[config.mk]
export PLATFORM = sky130hd
export DESIGN_NAME = mem_arbiter_2to1
export DESIGN_NICKNAME = d
export VERILOG_FILES = /design/src/rtl/mem_arbiter_2to1.sv
export SDC_FILE = /design/constraint.sdc
export NUM_CORES = 1
export LEC_CHECK = 0
export BUFFER_PORTS_ARGS = -buffer_cell sky130_fd_sc_hd__buf_2
export CAP_MARGIN = 20
export CORE_AREA = 2 2 161 163
export DETAILED_ROUTE_END_ITERATION = 6
export DIE_AREA = 0 0 163 165
export PLACE_DENSITY = 0.69
export REMOVE_ABC_BUFFERS = 1
export SLEW_MARGIN = 20
export SYNTH_ARGS = -nofsm -noshare
export SYNTH_HDL_FRONTEND = slang
export SYNTH_SLANG_ARGS = --single-unit
[constraint.sdc]
create_clock -name clock -period 2.21 [get_ports clock]
set_input_delay 0.3315 -clock clock [delete_from_list [all_inputs] [get_ports clock]]
set_output_delay 0.3315 -clock clock [all_outputs]
set_load 0.03 [all_outputs]
[src/rtl/mem_arbiter_2to1.sv]
// Shares one memory worker between two requesters with a single outstanding transaction.
// Requesters alternate through a priority pointer; within a requester, a write goes before a read.
module mem_arbiter_2to1 #(
  parameter int ADDR_W = 32
) (
  input  logic              clock,
  input  logic              reset_n,
  input  logic              r0_rd_valid,
  input  logic [ADDR_W-1:0] r0_rd_addr,
  output logic              r0_rd_ready,
  output logic [31:0]       r0_rd_data,
  input  logic              r0_wr_valid,
  input  logic [ADDR_W-1:0] r0_wr_addr,
  input  logic [31:0]       r0_wr_data,
  input  logic [3:0]        r0_wr_byteEn,
  output logic              r0_wr_ready,
  input  logic              r1_rd_valid,
  input  logic [ADDR_W-1:0] r1_rd_addr,
  output logic              r1_rd_ready,
  output logic [31:0]       r1_rd_data,
  input  logic              r1_wr_valid,
  input  logic [ADDR_W-1:0] r1_wr_addr,
  input  logic [31:0]       r1_wr_data,
  input  logic [3:0]        r1_wr_byteEn,
  output logic              r1_wr_ready,
  output logic              m_rd_valid,
  output logic [ADDR_W-1:0] m_rd_addr,
  input  logic              m_rd_ready,
  input  logic [31:0]       m_rd_data,
  output logic              m_wr_valid,
  output logic [ADDR_W-1:0] m_wr_addr,
  output logic [31:0]       m_wr_data,
  output logic [3:0]        m_wr_byteEn,
  input  logic              m_wr_ready
);

  typedef enum logic [2:0] {IDLE, WR_REQ, RD_REQ, RESP, RELEASE} state_t;

  state_t state_q, state_d;
  logic   ptr_q;        // requester preferred when both request
  logic   sel_q;        // requester currently being served
  logic   served_wr_q;  // served transaction is a write

  logic              req0, req1, pick, pick_wr;
  logic              launch_wr, launch_rd, wr_done, rd_done, served_valid;
  logic [ADDR_W-1:0] pick_wr_addr, pick_rd_addr;
  logic [31:0]       pick_wr_data;
  logic [3:0]        pick_wr_be;

  assign req0 = r0_wr_valid | r0_rd_valid;
  assign req1 = r1_wr_valid | r1_rd_valid;
  // A lone requester wins regardless of the pointer.
  assign pick    = (req0 && req1) ? ptr_q : req1;
  assign pick_wr = pick ? r1_wr_valid : r0_wr_valid;

  assign pick_wr_addr = pick ? r1_wr_addr   : r0_wr_addr;
  assign pick_wr_data = pick ? r1_wr_data   : r0_wr_data;
  assign pick_wr_be   = pick ? r1_wr_byteEn : r0_wr_byteEn;
  assign pick_rd_addr = pick ? r1_rd_addr   : r0_rd_addr;

  // A selected write waits in IDLE for m_wr_ready rather than falling back to the read.
  assign launch_wr = (state_q == IDLE) && (req0 || req1) && pick_wr && m_wr_ready;
  assign launch_rd = (state_q == IDLE) && (req0 || req1) && !pick_wr;
  assign wr_done   = (state_q == WR_REQ) && m_wr_valid && m_wr_ready;
  assign rd_done   = (state_q == RD_REQ) && m_rd_ready;

  assign served_valid = sel_q ? (served_wr_q ? r1_wr_valid : r1_rd_valid)
                              : (served_wr_q ? r0_wr_valid : r0_rd_valid);

  always_ff @(posedge clock or negedge reset_n) begin
    // NOTE: sequential state uses non-blocking (<=) so every flop samples pre-edge values.
    if (!reset_n) state_q <= IDLE;
    else          state_q <= state_d;
  end

  always_comb begin
    // NOTE: default assignment first so no path through the case leaves state_d unassigned (no latch).
    state_d = state_q;
    unique case (state_q)
      IDLE: begin
        if (launch_wr)      state_d = WR_REQ;
        else if (launch_rd) state_d = RD_REQ;
      end
      WR_REQ:  if (wr_done) state_d = RESP;
      RD_REQ:  if (rd_done) state_d = RESP;
      RESP:    state_d = RELEASE;
      RELEASE: if (!served_valid) state_d = IDLE;
      default: state_d = IDLE;
    endcase
  end

  always_ff @(posedge clock or negedge reset_n) begin
    // NOTE: read-data holding registers are reset too, so every output reads 0 during reset.
    if (!reset_n) begin
      ptr_q       <= 1'b0;
      sel_q       <= 1'b0;
      served_wr_q <= 1'b0;
      m_rd_valid  <= 1'b0;
      m_rd_addr   <= '0;
      m_wr_valid  <= 1'b0;
      m_wr_addr   <= '0;
      m_wr_data   <= '0;
      m_wr_byteEn <= '0;
      r0_rd_ready <= 1'b0;
      r0_wr_ready <= 1'b0;
      r0_rd_data  <= '0;
      r1_rd_ready <= 1'b0;
      r1_wr_ready <= 1'b0;
      r1_rd_data  <= '0;
    end else begin
      if (launch_wr) begin
        m_wr_valid  <= 1'b1;
        m_wr_addr   <= pick_wr_addr;
        m_wr_data   <= pick_wr_data;
        m_wr_byteEn <= pick_wr_be;
        sel_q       <= pick;
        served_wr_q <= 1'b1;
      end
      if (launch_rd) begin
        m_rd_valid  <= 1'b1;
        m_rd_addr   <= pick_rd_addr;
        sel_q       <= pick;
        served_wr_q <= 1'b0;
      end
      if (wr_done) begin
        m_wr_valid  <= 1'b0;
        r0_wr_ready <= ~sel_q;
        r1_wr_ready <= sel_q;
      end
      if (rd_done) begin
        m_rd_valid <= 1'b0;
        if (sel_q) begin
          r1_rd_data  <= m_rd_data;
          r1_rd_ready <= 1'b1;
        end else begin
          r0_rd_data  <= m_rd_data;
          r0_rd_ready <= 1'b1;
        end
      end
      if (state_q == RESP) begin
        r0_rd_ready <= 1'b0;
        r0_wr_ready <= 1'b0;
        r1_rd_ready <= 1'b0;
        r1_wr_ready <= 1'b0;
      end
      if ((state_q == RELEASE) && !served_valid) ptr_q <= ~sel_q;
    end
  end

endmodule

==> flow_summary.json <==
{
  "outcome": "completed",
  "use_met2_pct": 31.2,
  "worst-setup-path-type": "reg2reg",
  "grt_pass1_wl_um": 36600,
  "power_switching_w": 0.00858,
  "cts_buffer_depth": 2,
  "slew_headroom_pct": 66.5,
  "antenna_found_initial": 2,
  "cp_num_cells": 4,
  "hold_viol": 0,
  "synthCells": 650,
  "r2r_start": "state_q[1]",
  "place_area_um2": 10500,
  "synth.distinct_cells": 32,
  "grt_usage_pct": 17.5,
  "reg2reg_to": "m_wr_addr[16]",
  "hp-class": "in2reg",
  "core_um2": 25000,
  "syn_area_per_cell_um2": 12.3,
  "cp.buffers_inverters": 1,
  "worst-r2r-setup-slack_ns": 0.36,
  "finalCriticalPeriod_ns": 1.85,
  "cap_violations": 0,
  "htree_levels": 4,
  "min_period_over_period_pct": 83.8,
  "critPathCaptureType": "flop",
  "wl_per_cell_um": 17.4,
  "place_ws_ns": 0.348,
  "skew_ns": 0.0121,
  "grt_start_max_net_pins": 113,
  "clkPwrFrac_pct": 16.0,
  "reg2reg_depth": 4,
  "numCtsBuffers": 17,
  "synth_edf_count": 0,
  "start_util_pct": 32.0,
  "final_area_um2": 11100,
  "grt_pass1_vias": 6923,
  "synth_warnings": 0,
  "multi_input_area_um2": 3280,
  "gr-total-overflow": 0,
  "internal-power_w": 0.00972,
  "grt.busiest_layer": "met2",
  "max_freq_ghz": 0.540,
  "regArea_um2": 4400,
  "start_kind": "flop",
  "rsz0062_at_grt": "no",
  "comb_power_share_pct": 52.5,
  "die_h_um": 165,
  "cts.repair_timing.setup_buffer_count": 0,
  "insertion_delay_ns": 0.42,
  "vias_per_cell": 4.96,
  "ir_drop_mv": 0.932,
  "cts_root_buf": "clkbuf_16",
  "ys.flop_type": "dfrtp_1",
  "arrival_ns": 2.19,
  "p_seq_share_pct": 31.5,
  "use_met3_pct": 5.32,
  "finalSetupViolations": 0,
  "required_ns": 2.55,
  "drtIter0Drc": 438,
  "ys_seq_elements": 176,
  "syn-cell-area_um2": 8010,
  "post-route-drc-count": 0,
  "gr-usage-met1_pct": 20.4,
  "path_cells": "nor4_2, buf_12, a31oi_1, a21oi_1",
  "rows": 58,
  "ys_seq_area_share_pct": 55.0,
  "finalNetCount": 1282,
  "cp_max_fo": 112,
  "worst_slew_pin_slew_ns": 0.503,
  "drt_wl_total_um": 24200,
  "cts.sinks": 176,
  "io_pins": 410,
  "cp-startpoint": "state_q[1]",
  "syn_to_final_growth_pct": 38.5,
  "crit_end": "m_wr_addr[16]",
  "nFillCells": 2379,
  "final_core_util_pct": 44.3,
  "leakage_nw": 5.48,
  "power-per-cell-area_nw_per_um2": 1650,
  "die-area_um2": 26900,
  "hpwl_um": 17800,
  "crit_path_max_incr_delay_ns": 0.48,
  "clk_pin_slew_ns": 0.08,
  "routabilityCongestion": 0.771,
  "slew_viol_final": 0,
  "cp_top_family": "simple AND/OR/NAND/NOR gates",
  "ant_nets": 0,
  "die_x_um": 163,
  "cts_tree": "yes",
  "dr.pass1.iters": 4,
  "swShare_pct": 46.9,
  "vias": 6884,
  "setup_ws_ns": 0.358,
  "slowest_stage": "nor4_2",
  "async_reset_ff_share_pct": 100,
  "drive_above_1_share_pct": 51.2,
  "portBuffers": 409,
  "finalSetupTns_ns": 0
}
synthesized netlist by cell type (all sizes together) (2+ instances only):
library cell	number	area [um2]
dfrtp	176	4400
a21oi	104	521
mux2i	102	1020
a31oi	101	632
mux2	64	830
buf	48	282
clkbuf	16	60.1
nand2	8	30.0
inv	3	11.3
nor2	3	11.3
o21ai	3	15.0
nand2b	2	12.5
nand3	2	10.0
nand3b	2	15.0
nor4	2	12.5
o21a	2	15.0
worst min-delay path by stage:
stage                      to  depth (start not counted)  slack [ns]          start
4_1_cts        r0_rd_data[19]                          2        0.12  m_rd_data[19]
2_1_floorplan    m_rd_addr[0]                          0        0.04        reset_n
5_1_grt        r0_rd_data[13]                          2        0.11  m_rd_data[13]
3_5_place_dp    m_rd_addr[10]                          1        0.32        reset_n
6_report       r0_rd_data[19]                          2        0.15  m_rd_data[19]
3_3_place_gp   r1_rd_data[15]                          1        0.32        reset_n
power groups by stage:
stage	clock network (W)	registers [W]	logic, W
5_1_grt	0.00321	0.00596	0.0103
2_1_floorplan	0	0.00865	0.00289
3_3_place_gp	0	0.00573	0.00956
3_5_place_dp	0	0.00578	0.00971
4_1_cts	0.00304	0.00576	0.00971
6_report	0.00294	0.00576	0.00961
state kept, by name, indices dropped and copies added (netlist names), 3 cells and up:
| name | cells |
|---|---|
| m_wr_byteEn | 4 |
| r0_rd_data | 32 |
| m_wr_data | 32 |
| r1_rd_data | 32 |
| m_rd_addr | 32 |
| state_q | 3 |
| m_wr_addr | 32 |
stage by stage:
step	hold WS [ns]	cells	total power, W
floorplan	0.0359	586	0.0115
global placement	0.322	1352	0.0153
detailed placement	0.322	1352	0.0155
CTS	0.116	1385	0.0185
global route	0.115	1386	0.0194
finish	0.145	1387	0.0183
metal layers:
layer / routed length (um) / part of all wire, %
met5: 10 / 0.041
met4: 303 / 1.3
met3: 1910 / 7.9
met2: 12000 / 50
met1: 9900 / 41
cells in the final DEF, fill, tap and decap left out, types with 2 or more instances in the layout:
cell and count:
mux2i_1 102, inv_1 3, clkinv_4 3, mux2_2 35, buf_4 16, inv_8 2
clkbuf_16 17, nor2_1 3, nand2b_1 2, clkinv_8 3, nand3_1 2, inv_6 4
buf_12 11, dfrtp_1 176, o21ai_0 3, mux2_4 29, a21oi_1 104, buf_2 408
diode_2 2, nand2_1 8, nand3b_1 2, o21a_1 2, a31oi_1 101
timing repair:
item | 4_1_cts | 5_1_grt
setup endpoints to repair | 0 | 0
hold endpoints to repair | 42 | 0
resized for setup | 0 | 0
hold buffers | 1 | 0
logic make-up (layout without fill, tap and decap cells):
family / count (synthesis) / in the layout / share of synthesized area, %
compound gates: 217 / 217 / 15.7
flops: 176 / 176 / 55.0
buf+inv: 67 / 472 / 4.40
other cells: 0 / 2 / 0
mux: 167 / 167 / 23.4
simple gates: 23 / 23 / 1.56
cell type report:
class                   count  area share, %
well taps                 330           3.72
diodes                      2         0.0451
repair buffers            437           21.7
multi-input cells         407           29.6
clock inverters            14           1.31
clock buffers              18           3.87
inverters                   3          0.102
flip-flops and latches    176           39.7
Power figures use the tool's default switching activity.
